$ cat config.mk
export PLATFORM = sky130hd
export DESIGN_NAME = z_stream_reader_flat
export DESIGN_NICKNAME = d
export VERILOG_FILES = /design/src/rtl/z_stream_reader_if.sv /design/src/rtl/z_stream_reader.sv /design/src/flat_wrapper.sv
export SDC_FILE = /design/constraint.sdc
export NUM_CORES = 1
export LEC_CHECK = 0
export CAP_MARGIN = 20
export CORE_MARGIN = 1
export CORE_UTILIZATION = 39
export CTS_BUF_LIST = sky130_fd_sc_hd__clkbuf_16
export CTS_CLUSTER_DIAMETER = 30
export DETAILED_ROUTE_END_ITERATION = 12
export GPL_ROUTABILITY_DRIVEN = 0
export PLACE_DENSITY = 0.66
export SLEW_MARGIN = 30
export SYNTH_ARGS = -nofsm -noshare
export SYNTH_HDL_FRONTEND = slang
export SYNTH_SLANG_ARGS = --single-unit
$ cat constraint.sdc
create_clock -name clk -period 7.1 [get_ports clk]
set_input_delay 1.42 -clock clk [delete_from_list [all_inputs] [get_ports clk]]
set_output_delay 1.42 -clock clk [all_outputs]
set_load 0.01 [all_outputs]
$ cat src/rtl/z_stream_reader_if.sv
// Handshake/bus bundle for the Z-memory stream reader: start/length control,
// memory read port, downstream valid/ready stream and completion status.
interface z_stream_reader_if #(
    parameter int PROD_WIDTH      = 16,
    parameter int MAX_NUM_QUERIES = 256,
    parameter int ADDR_WIDTH      = $clog2(MAX_NUM_QUERIES),
    parameter int SUM_WIDTH       = PROD_WIDTH + ADDR_WIDTH
);
    logic                  start;
    logic [ADDR_WIDTH:0]   num_queries;
    logic                  z_rd_req;
    logic                  z_rd_gnt;
    logic [ADDR_WIDTH-1:0] z_addr;
    logic [PROD_WIDTH-1:0] z_rdata;
    logic                  out_valid;
    logic                  out_ready;
    logic [PROD_WIDTH-1:0] out_data;
    logic [ADDR_WIDTH-1:0] out_index;
    logic                  out_last;
    logic                  busy;
    logic                  done;
    logic [SUM_WIDTH-1:0]  sum_out;

    modport master (
        input  start, num_queries, z_rd_gnt, z_rdata, out_ready,
        output z_rd_req, z_addr, out_valid, out_data, out_index, out_last,
               busy, done, sum_out
    );

    modport slave (
        output start, num_queries, z_rd_gnt, z_rdata, out_ready,
        input  z_rd_req, z_addr, out_valid, out_data, out_index, out_last,
               busy, done, sum_out
    );
endinterface

$ cat src/rtl/z_stream_reader.sv
// Sweeps Z memory addresses 0..N-1, streams each value downstream on
// valid/ready, and accumulates the softmax denominator alongside.
module z_stream_reader #(
    parameter int PROD_WIDTH      = 16,
    parameter int MAX_NUM_QUERIES = 256,
    parameter int ADDR_WIDTH      = $clog2(MAX_NUM_QUERIES),
    parameter int SUM_WIDTH       = PROD_WIDTH + ADDR_WIDTH
) (
    input  logic              clk,
    input  logic              rst,
    z_stream_reader_if.master zs
);
    localparam logic [ADDR_WIDTH:0]   MAX_N     = (ADDR_WIDTH+1)'(MAX_NUM_QUERIES);
    localparam logic [ADDR_WIDTH:0]   N_ZERO    = (ADDR_WIDTH+1)'(0);
    localparam logic [ADDR_WIDTH:0]   N_ONE     = (ADDR_WIDTH+1)'(1);
    localparam logic [ADDR_WIDTH-1:0] ADDR_ZERO = ADDR_WIDTH'(0);
    localparam logic [ADDR_WIDTH-1:0] ADDR_ONE  = ADDR_WIDTH'(1);
    localparam logic [SUM_WIDTH-1:0]  SUM_ZERO  = SUM_WIDTH'(0);
    localparam logic [PROD_WIDTH-1:0] DATA_ZERO = PROD_WIDTH'(0);

    typedef enum logic [1:0] {
        IDLE  = 2'd0,
        FETCH = 2'd1,
        DRAIN = 2'd2,
        DONE  = 2'd3
    } state_t;

    state_t                state_q, state_d;
    logic [ADDR_WIDTH:0]   n_q, n_d;
    logic [ADDR_WIDTH-1:0] addr_q, addr_d;
    logic [PROD_WIDTH-1:0] data_q, data_d;
    logic [ADDR_WIDTH-1:0] index_q, index_d;
    logic                  valid_q, valid_d;
    logic                  last_q, last_d;
    logic [SUM_WIDTH-1:0]  sum_q, sum_d;
    logic                  busy_q, busy_d;
    logic                  done_q, done_d;
    logic                  rd_req_s;
    logic                  accept_s;

    // State and datapath registers
    always_ff @(posedge clk or posedge rst) begin
        if (rst) begin
            state_q <= IDLE;
            n_q     <= N_ZERO;
            addr_q  <= ADDR_ZERO;
            data_q  <= DATA_ZERO;
            index_q <= ADDR_ZERO;
            valid_q <= 1'b0;
            last_q  <= 1'b0;
            sum_q   <= SUM_ZERO;
            busy_q  <= 1'b0;
            done_q  <= 1'b0;
        end else begin
            state_q <= state_d;
            n_q     <= n_d;
            addr_q  <= addr_d;
            data_q  <= data_d;
            index_q <= index_d;
            valid_q <= valid_d;
            last_q  <= last_d;
            sum_q   <= sum_d;
            busy_q  <= busy_d;
            done_q  <= done_d;
        end
    end

    // Next-state, capture and handshake logic
    always_comb begin
        state_d  = state_q;
        n_d      = n_q;
        addr_d   = addr_q;
        data_d   = data_q;
        index_d  = index_q;
        valid_d  = valid_q;
        last_d   = last_q;
        sum_d    = sum_q;
        rd_req_s = 1'b0;
        accept_s = valid_q && zs.out_ready;
        case (state_q)
            IDLE: begin
                if (zs.start) begin
                    n_d     = (zs.num_queries > MAX_N) ? MAX_N : zs.num_queries;
                    addr_d  = ADDR_ZERO;
                    sum_d   = SUM_ZERO;
                    state_d = (n_d == N_ZERO) ? DONE : FETCH;
                end else begin
                    state_d = IDLE;
                end
            end
            FETCH: begin
                // Read only when the output slot is free or being drained this cycle
                rd_req_s = !valid_q || zs.out_ready;
                if (rd_req_s && zs.z_rd_gnt) begin
                    data_d  = zs.z_rdata;
                    index_d = addr_q;
                    valid_d = 1'b1;
                    last_d  = ({1'b0, addr_q} == (n_q - N_ONE));
                    sum_d   = sum_q + {{(SUM_WIDTH-PROD_WIDTH){1'b0}}, zs.z_rdata};
                    addr_d  = addr_q + ADDR_ONE;
                    state_d = last_d ? DRAIN : FETCH;
                end else if (accept_s) begin
                    valid_d = 1'b0;
                end else begin
                    valid_d = valid_q;
                end
            end
            DRAIN: begin
                if (accept_s && last_q) begin
                    valid_d = 1'b0;
                    last_d  = 1'b0;
                    state_d = DONE;
                end else begin
                    state_d = DRAIN;
                end
            end
            DONE: begin
                state_d = IDLE;
            end
            default: begin
                state_d = IDLE;
            end
        endcase
        busy_d = (state_d != IDLE);
        done_d = (state_d == DONE);
    end

    assign zs.z_rd_req  = rd_req_s;
    assign zs.z_addr    = addr_q;
    assign zs.out_valid = valid_q;
    assign zs.out_data  = data_q;
    assign zs.out_index = index_q;
    assign zs.out_last  = last_q;
    assign zs.busy      = busy_q;
    assign zs.done      = done_q;
    assign zs.sum_out   = sum_q;
endmodule
$ cat src/flat_wrapper.sv
// flat-port wrapper written by rule: the top's interface ports become plain ports
module z_stream_reader_flat 
#(
    parameter int PROD_WIDTH      = 16,
    parameter int MAX_NUM_QUERIES = 256,
    parameter int ADDR_WIDTH      = $clog2(MAX_NUM_QUERIES),
    parameter int SUM_WIDTH       = PROD_WIDTH + ADDR_WIDTH
)
  (clk, rst, zs_start, zs_num_queries, zs_z_rd_gnt, zs_z_rdata, zs_out_ready, zs_z_rd_req, zs_z_addr, zs_out_valid, zs_out_data, zs_out_index, zs_out_last, zs_busy, zs_done, zs_sum_out);
  z_stream_reader_if #(.PROD_WIDTH(PROD_WIDTH), .MAX_NUM_QUERIES(MAX_NUM_QUERIES), .ADDR_WIDTH(ADDR_WIDTH), .SUM_WIDTH(SUM_WIDTH)) zs_i ();
  input  logic clk;
  input  logic rst;
  input wire logic [$bits(zs_i.start)-1:0] zs_start;
  input wire logic [$bits(zs_i.num_queries)-1:0] zs_num_queries;
  input wire logic [$bits(zs_i.z_rd_gnt)-1:0] zs_z_rd_gnt;
  input wire logic [$bits(zs_i.z_rdata)-1:0] zs_z_rdata;
  input wire logic [$bits(zs_i.out_ready)-1:0] zs_out_ready;
  output wire logic [$bits(zs_i.z_rd_req)-1:0] zs_z_rd_req;
  output wire logic [$bits(zs_i.z_addr)-1:0] zs_z_addr;
  output wire logic [$bits(zs_i.out_valid)-1:0] zs_out_valid;
  output wire logic [$bits(zs_i.out_data)-1:0] zs_out_data;
  output wire logic [$bits(zs_i.out_index)-1:0] zs_out_index;
  output wire logic [$bits(zs_i.out_last)-1:0] zs_out_last;
  output wire logic [$bits(zs_i.busy)-1:0] zs_busy;
  output wire logic [$bits(zs_i.done)-1:0] zs_done;
  output wire logic [$bits(zs_i.sum_out)-1:0] zs_sum_out;
  assign zs_i.start = zs_start;
  assign zs_i.num_queries = zs_num_queries;
  assign zs_i.z_rd_gnt = zs_z_rd_gnt;
  assign zs_i.z_rdata = zs_z_rdata;
  assign zs_i.out_ready = zs_out_ready;
  assign zs_z_rd_req = zs_i.z_rd_req;
  assign zs_z_addr = zs_i.z_addr;
  assign zs_out_valid = zs_i.out_valid;
  assign zs_out_data = zs_i.out_data;
  assign zs_out_index = zs_i.out_index;
  assign zs_out_last = zs_i.out_last;
  assign zs_busy = zs_i.busy;
  assign zs_done = zs_i.done;
  assign zs_sum_out = zs_i.sum_out;
  z_stream_reader #(.PROD_WIDTH(PROD_WIDTH), .MAX_NUM_QUERIES(MAX_NUM_QUERIES), .ADDR_WIDTH(ADDR_WIDTH), .SUM_WIDTH(SUM_WIDTH)) u_core (.clk(clk), .rst(rst), .zs(zs_i));
endmodule
# --- Word level (Yosys, flattened, before mapping) ---
# Index checks and enable logic that the tools add are counted.
word_totals:
  register_bits: 71
  word_cells: 58
  in_bits: 30
  output_inout_bits: 61
op_classes:
  n_lt_le_gt_ge: 1
  eq_ne: 9
  muxes: 20
  addsub: 3
  n_reduce_logical: 15
ops:
  columns: ["op", "n"]
  rows:
  - ["24-bit 2-to-1 mux", 2]
  - ["24-bit case mux with 2 select lines", 1]
  - ["24-bit by 16-bit adder with 24-bit output", 1]
  - ["8-bit 2-to-1 mux", 2]
  - ["8-bit case mux with 2 select lines", 1]
  - ["8-bit by 9-bit == test with 1-bit output", 1]
  - ["9-bit > comparator, second input constant", 1]
  - ["9-bit zero test", 1]
  - ["9-bit 2-to-1 mux", 1]
  - ["3-bit AND reduction", 3]
  - ["9-bit by 1-bit subtractor with 9-bit output, second input constant", 1]
  - ["8-bit by 1-bit adder with 8-bit output, second input constant", 1]
  - ["2-bit 2-to-1 mux", 4]
  - ["2-bit case mux with 4 select lines", 1]
  - ["2-bit == test, second input constant", 3]
  - ["1-bit 2-to-1 mux", 6]
  - ["2-bit nonzero test", 3]
  - ["2-bit by 1-bit != test with 1-bit output, second input constant", 2]
  - ["1-bit case mux with 2 select lines", 2]
  - ["2-bit AND reduction", 2]
  - ["1-bit logical AND", 3]
  - ["3-bit by 1-bit != test with 1-bit output, second input constant", 1]
  - ["2-bit by 1-bit == test with 1-bit output, second input constant", 1]
  - ["2-bit zero test", 1]
  - ["other kinds (3)", 3]

# --- Depth between registers and ports, before layout ---
logic_depth:
  ltp_word: 7
  ltp_mapped: 9
  mapped_depth_nobuf: 8

# --- Least setup slack after synthesis ---
# No wires, ideal clock.
synth_path:
  path_kind: "in2out"
  startpoint: "input port zs_out_ready"
  endpoint: "output port zs_z_rd_req"
  cell_stages: 2
  slack_ns: 3.753
  n_path_buf: 0
  required_ns: 5.680
  arrival_time_ns: 1.927
  cell_sequence: "or2b_2 -> and2_1"
synth_via:
  elab_chain_cells: 2
synth_rtl:
  columns: ["item", "line", "source"]
  rows:
  - ["from (decl)", "flat_wrapper.sv:17", "input wire logic [$bits(zs_i.out_ready)-1:0] zs_out_ready;"]
  - ["1-bit logical OR", "z_stream_reader.sv:93", "rd_req_s = !valid_q || zs.out_ready;"]
  - ["1-bit 2-to-1 mux", "z_stream_reader.sv:80", "case (state_q)"]
  - ["to (decl)", "flat_wrapper.sv:18", "output wire logic [$bits(zs_i.z_rd_req)-1:0] zs_z_rd_req;"]
# No other way between the ends.

# --- Worst setup path after layout ---
# Same ends and word-level chain as after synthesis.

==> results.txt <==
Status = finished, final reports clean
Post-CTS Hold Buffers = 0
Final slew viol count = 0
Initial antenna violation count = 0
H-Tree Depth = 3
Skew-Pair Late Insertion Delay = 0.33 ns
Req. time, crit path = 5.68 ns
Multi-input logic area = 0.002276 mm2
Clk slew on worst S/H paths = 0.06 ns
CTS Buf Count = 9
Via Count = 3726
Layout cells sized above 1 = 0.06115
Grt ovf = 0
Pwr dens = 377.0 mW/mm2
Synth cell types = 58
Post-detail-place hpwl = 7.818 mm
Number of hold violations in the final report = 0
Sequential share of the synthesized area = 0.4275
Post-synth EDFFs = 0
Maximum clock frequency = 231.9 MHz
Setup TNS Final = 0 ns
Standard-cell rows = 37
Residual DRC count = 0
Area grow syn2layout = 31.58%
Post-Syn Area = 0.004156 mm2
Routed WL per cell = 15.69 um
DRT antenna net count = 0
Top cell by count, worst path = clkdlybuf4s50_1
Mapped Cells = 464
Yosys warning count = 0
TritonCTS clock tree = yes
Post_cts resized = 0
Largest net degree at the start of global routing = 72
Total Wirelength = 10.86 mm
1st-pass router iterations = 4
Number of nets in the layout = 603
Clock tree buffer depth = 2
Commonest cells after routing, fill and taps aside = 108 x nand2_1, 90 x clkdlybuf4s50_1, 71 x dfrtp_1, 29 x o21ai_0
Commonest non-fill, non-tap cell in the layout = nand2_1
Period utilisation layout = 0.6073
Design area = 0.005469 mm2
Min Tclk post-route = 4.312 ns
Leakage power = 2.449 nW
Crit-path slowest cell = clkdlybuf4s50_1
RSZ-0062 raised after global routing = no
Total core area = 0.01032 mm2
Synth Register Bits = 71
Clock Sinks = 71
Initial Utilization = 0.4026
First-pass GRT wire length = 18.06 mm
Register area = 0.001777 mm2
ANT cells = 0
Fillers = 980
Cell Count, Final, Fillers Out = 692
Crit end category = primary output
CTS Root Cell = clkbuf_16
Post-CTS setup buffers = 0
Final setup vio count = 0
Vias in the first global route = 3720
Max stage delay on crit path = 0.47 ns
Crit Path Category = primary input to primary output
Worst Path Arrival = 2.89 ns
Setup slack after placement = 2.783 ns
Synth Flop Type = dfrtp_1
Slew @ Worst Pin = 0.8368 ns
IO Count = 91
Average size of a mapped cell = 8.958 um2
Hold/Removal Path Class = flip-flop to flip-flop
Die ar. = 0.01107 mm2
Area of placed instances = 0.005191 mm2
Crit path cell chain = clkdlybuf4s50_1, or2b_2, and2_1, clkdlybuf4s50_1
Die Span X = 105.2 um
Critical-path maximum fanout = 5
Max-slew headroom = 0.4401
Maximum capacitance violations = 0
Die height = 105.2 um
Vias per cell = 5.384
Port Buf Inserts = 90
CP startpoint kind = primary input
Mapped Nets = 516
Placed Cells = 676
Initial DRC Count = 179
Final Skew = 0.006630 ns
Asr flop ratio synth = 1.000
Setup ws final = 2.788 ns
Final Util = 0.5298
GRT Util Overall = 0.2064
Worst ir drop on vdd = 0.2227 mV
==> final cells by class <==
| cell class | instances | area share |
|---|---|---|
| Sequential cell | 71 | 0.3249 |
| Inverter | 12 | 0.008236 |
| Timing Repair Buffer | 93 | 0.1695 |
| Multi-Input combinational cell | 364 | 0.4162 |
| Tap cell | 136 | 0.03111 |
| Clock inverter | 7 | 0.008922 |
| Clock buffer | 9 | 0.04118 |
==> critical path: cells and delay by family <==
| family | cells | cell delay [ns] |
|---|---|---|
| AND/OR/NAND/NOR | 2 | 0.53 |
| buffers and inverters | 2 | 0.94 |
==> kinds of logic (layout without fill, tap and decap cells) <==
logic type,count (synthesis),in the layout,share of synthesized area
xor gates and xnor gates,24,24,0.05419
buffers and inverters,29,121,0.02679
AOI/OAI and AO/OA,101,101,0.1644
DFF,71,71,0.4275
adders and majority gates,22,22,0.06803
muxes,4,4,0.01023
and+or+nand+nor,213,213,0.2489
==> where the power goes <==
| part | internal [mW] | switching (mW) | leakage [nW] | total (mW) |
|---|---|---|---|---|
| Clock | 0.236 | 0.183 | 0.124 | 0.419 |
| Sequential | 0.524 | 0.113 | 0.946 | 0.637 |
| Combinational | 0.468 | 0.537 | 1.38 | 1.01 |
| Total | 1.23 | 0.833 | 2.45 | 2.06 |
==> sequential cells by signal (all words and copies together) (netlist names) <==
name / count
u_core.zs.sum_out: 24
u_core.zs.out_data: 16
u_core.n_q: 9
u_core.zs.out_index: 8
u_core.zs.z_addr: 8
u_core.state_q: 2
u_core.zs.busy: 1
u_core.zs.done: 1
u_core.zs.out_last: 1
u_core.zs.out_valid: 1
==> stage by stage <==
step	power [mW]	hold slack [ns]
2_1_floorplan	1.263	0.4862
3_3_place_gp	1.615	0.4585
5_1_grt	2.221	0.4938
3_5_place_dp	1.643	0.4623
4_1_cts	2.080	0.4778
6_report	2.062	0.4713
==> cell usage after synthesis (3+ instances only) <==
| cell type | number | share of area |
|---|---|---|
| a211oi_1 | 6 | 0.011 |
| a21o_1 | 7 | 0.013 |
| a21oi_1 | 19 | 0.023 |
| a22o_1 | 4 | 0.0084 |
| a31oi_1 | 5 | 0.0075 |
| and3_1 | 4 | 0.0060 |
| clkbuf_1 | 15 | 0.014 |
| dfrtp_1 | 71 | 0.43 |
| ha_1 | 21 | 0.063 |
| inv_1 | 12 | 0.011 |
| nand2_1 | 108 | 0.098 |
| nand2b_1 | 14 | 0.021 |
| nand3_1 | 11 | 0.013 |
| nand3b_1 | 4 | 0.0072 |
| nand4_1 | 11 | 0.017 |
| nor2_1 | 21 | 0.019 |
| nor2b_1 | 4 | 0.0060 |
| nor3_1 | 9 | 0.011 |
| nor3b_1 | 3 | 0.0054 |
| nor4b_1 | 3 | 0.0063 |
| o211ai_1 | 3 | 0.0054 |
| o21a_1 | 6 | 0.011 |
| o21ai_0 | 29 | 0.035 |
| o311ai_0 | 3 | 0.0063 |
| o31ai_1 | 3 | 0.0054 |
| or3_1 | 5 | 0.0075 |
| xnor2_1 | 14 | 0.030 |
| xor2_1 | 9 | 0.019 |
==> metal layers <==
metal,share of wire,track usage
met5,0,0
met4,0.010,0.05634
met3,0.058,0.05690
met2,0.48,0.3468
met1,0.45,0.2602
==> final timing paths <==
kind	endpoint	start	slack, ns	cells past startpoint
setup / recovery	zs_z_rd_req	zs_out_ready	2.79	4
min in group asynchronous	u_core.zs.sum_out[8]	rst	1.56	3
max in group asynchronous	u_core.zs.sum_out[4]	rst	5.08	3
setup reg to reg	u_core.zs.sum_out[23]	u_core.state_q[0]	4.57	8
hold / removal	u_core.zs.out_index[6]	u_core.zs.out_index[6]	0.47	2
hold reg to reg	u_core.zs.out_index[6]	u_core.zs.out_index[6]	0.47	2
Note: power is estimated with default switching activity, not from simulation.
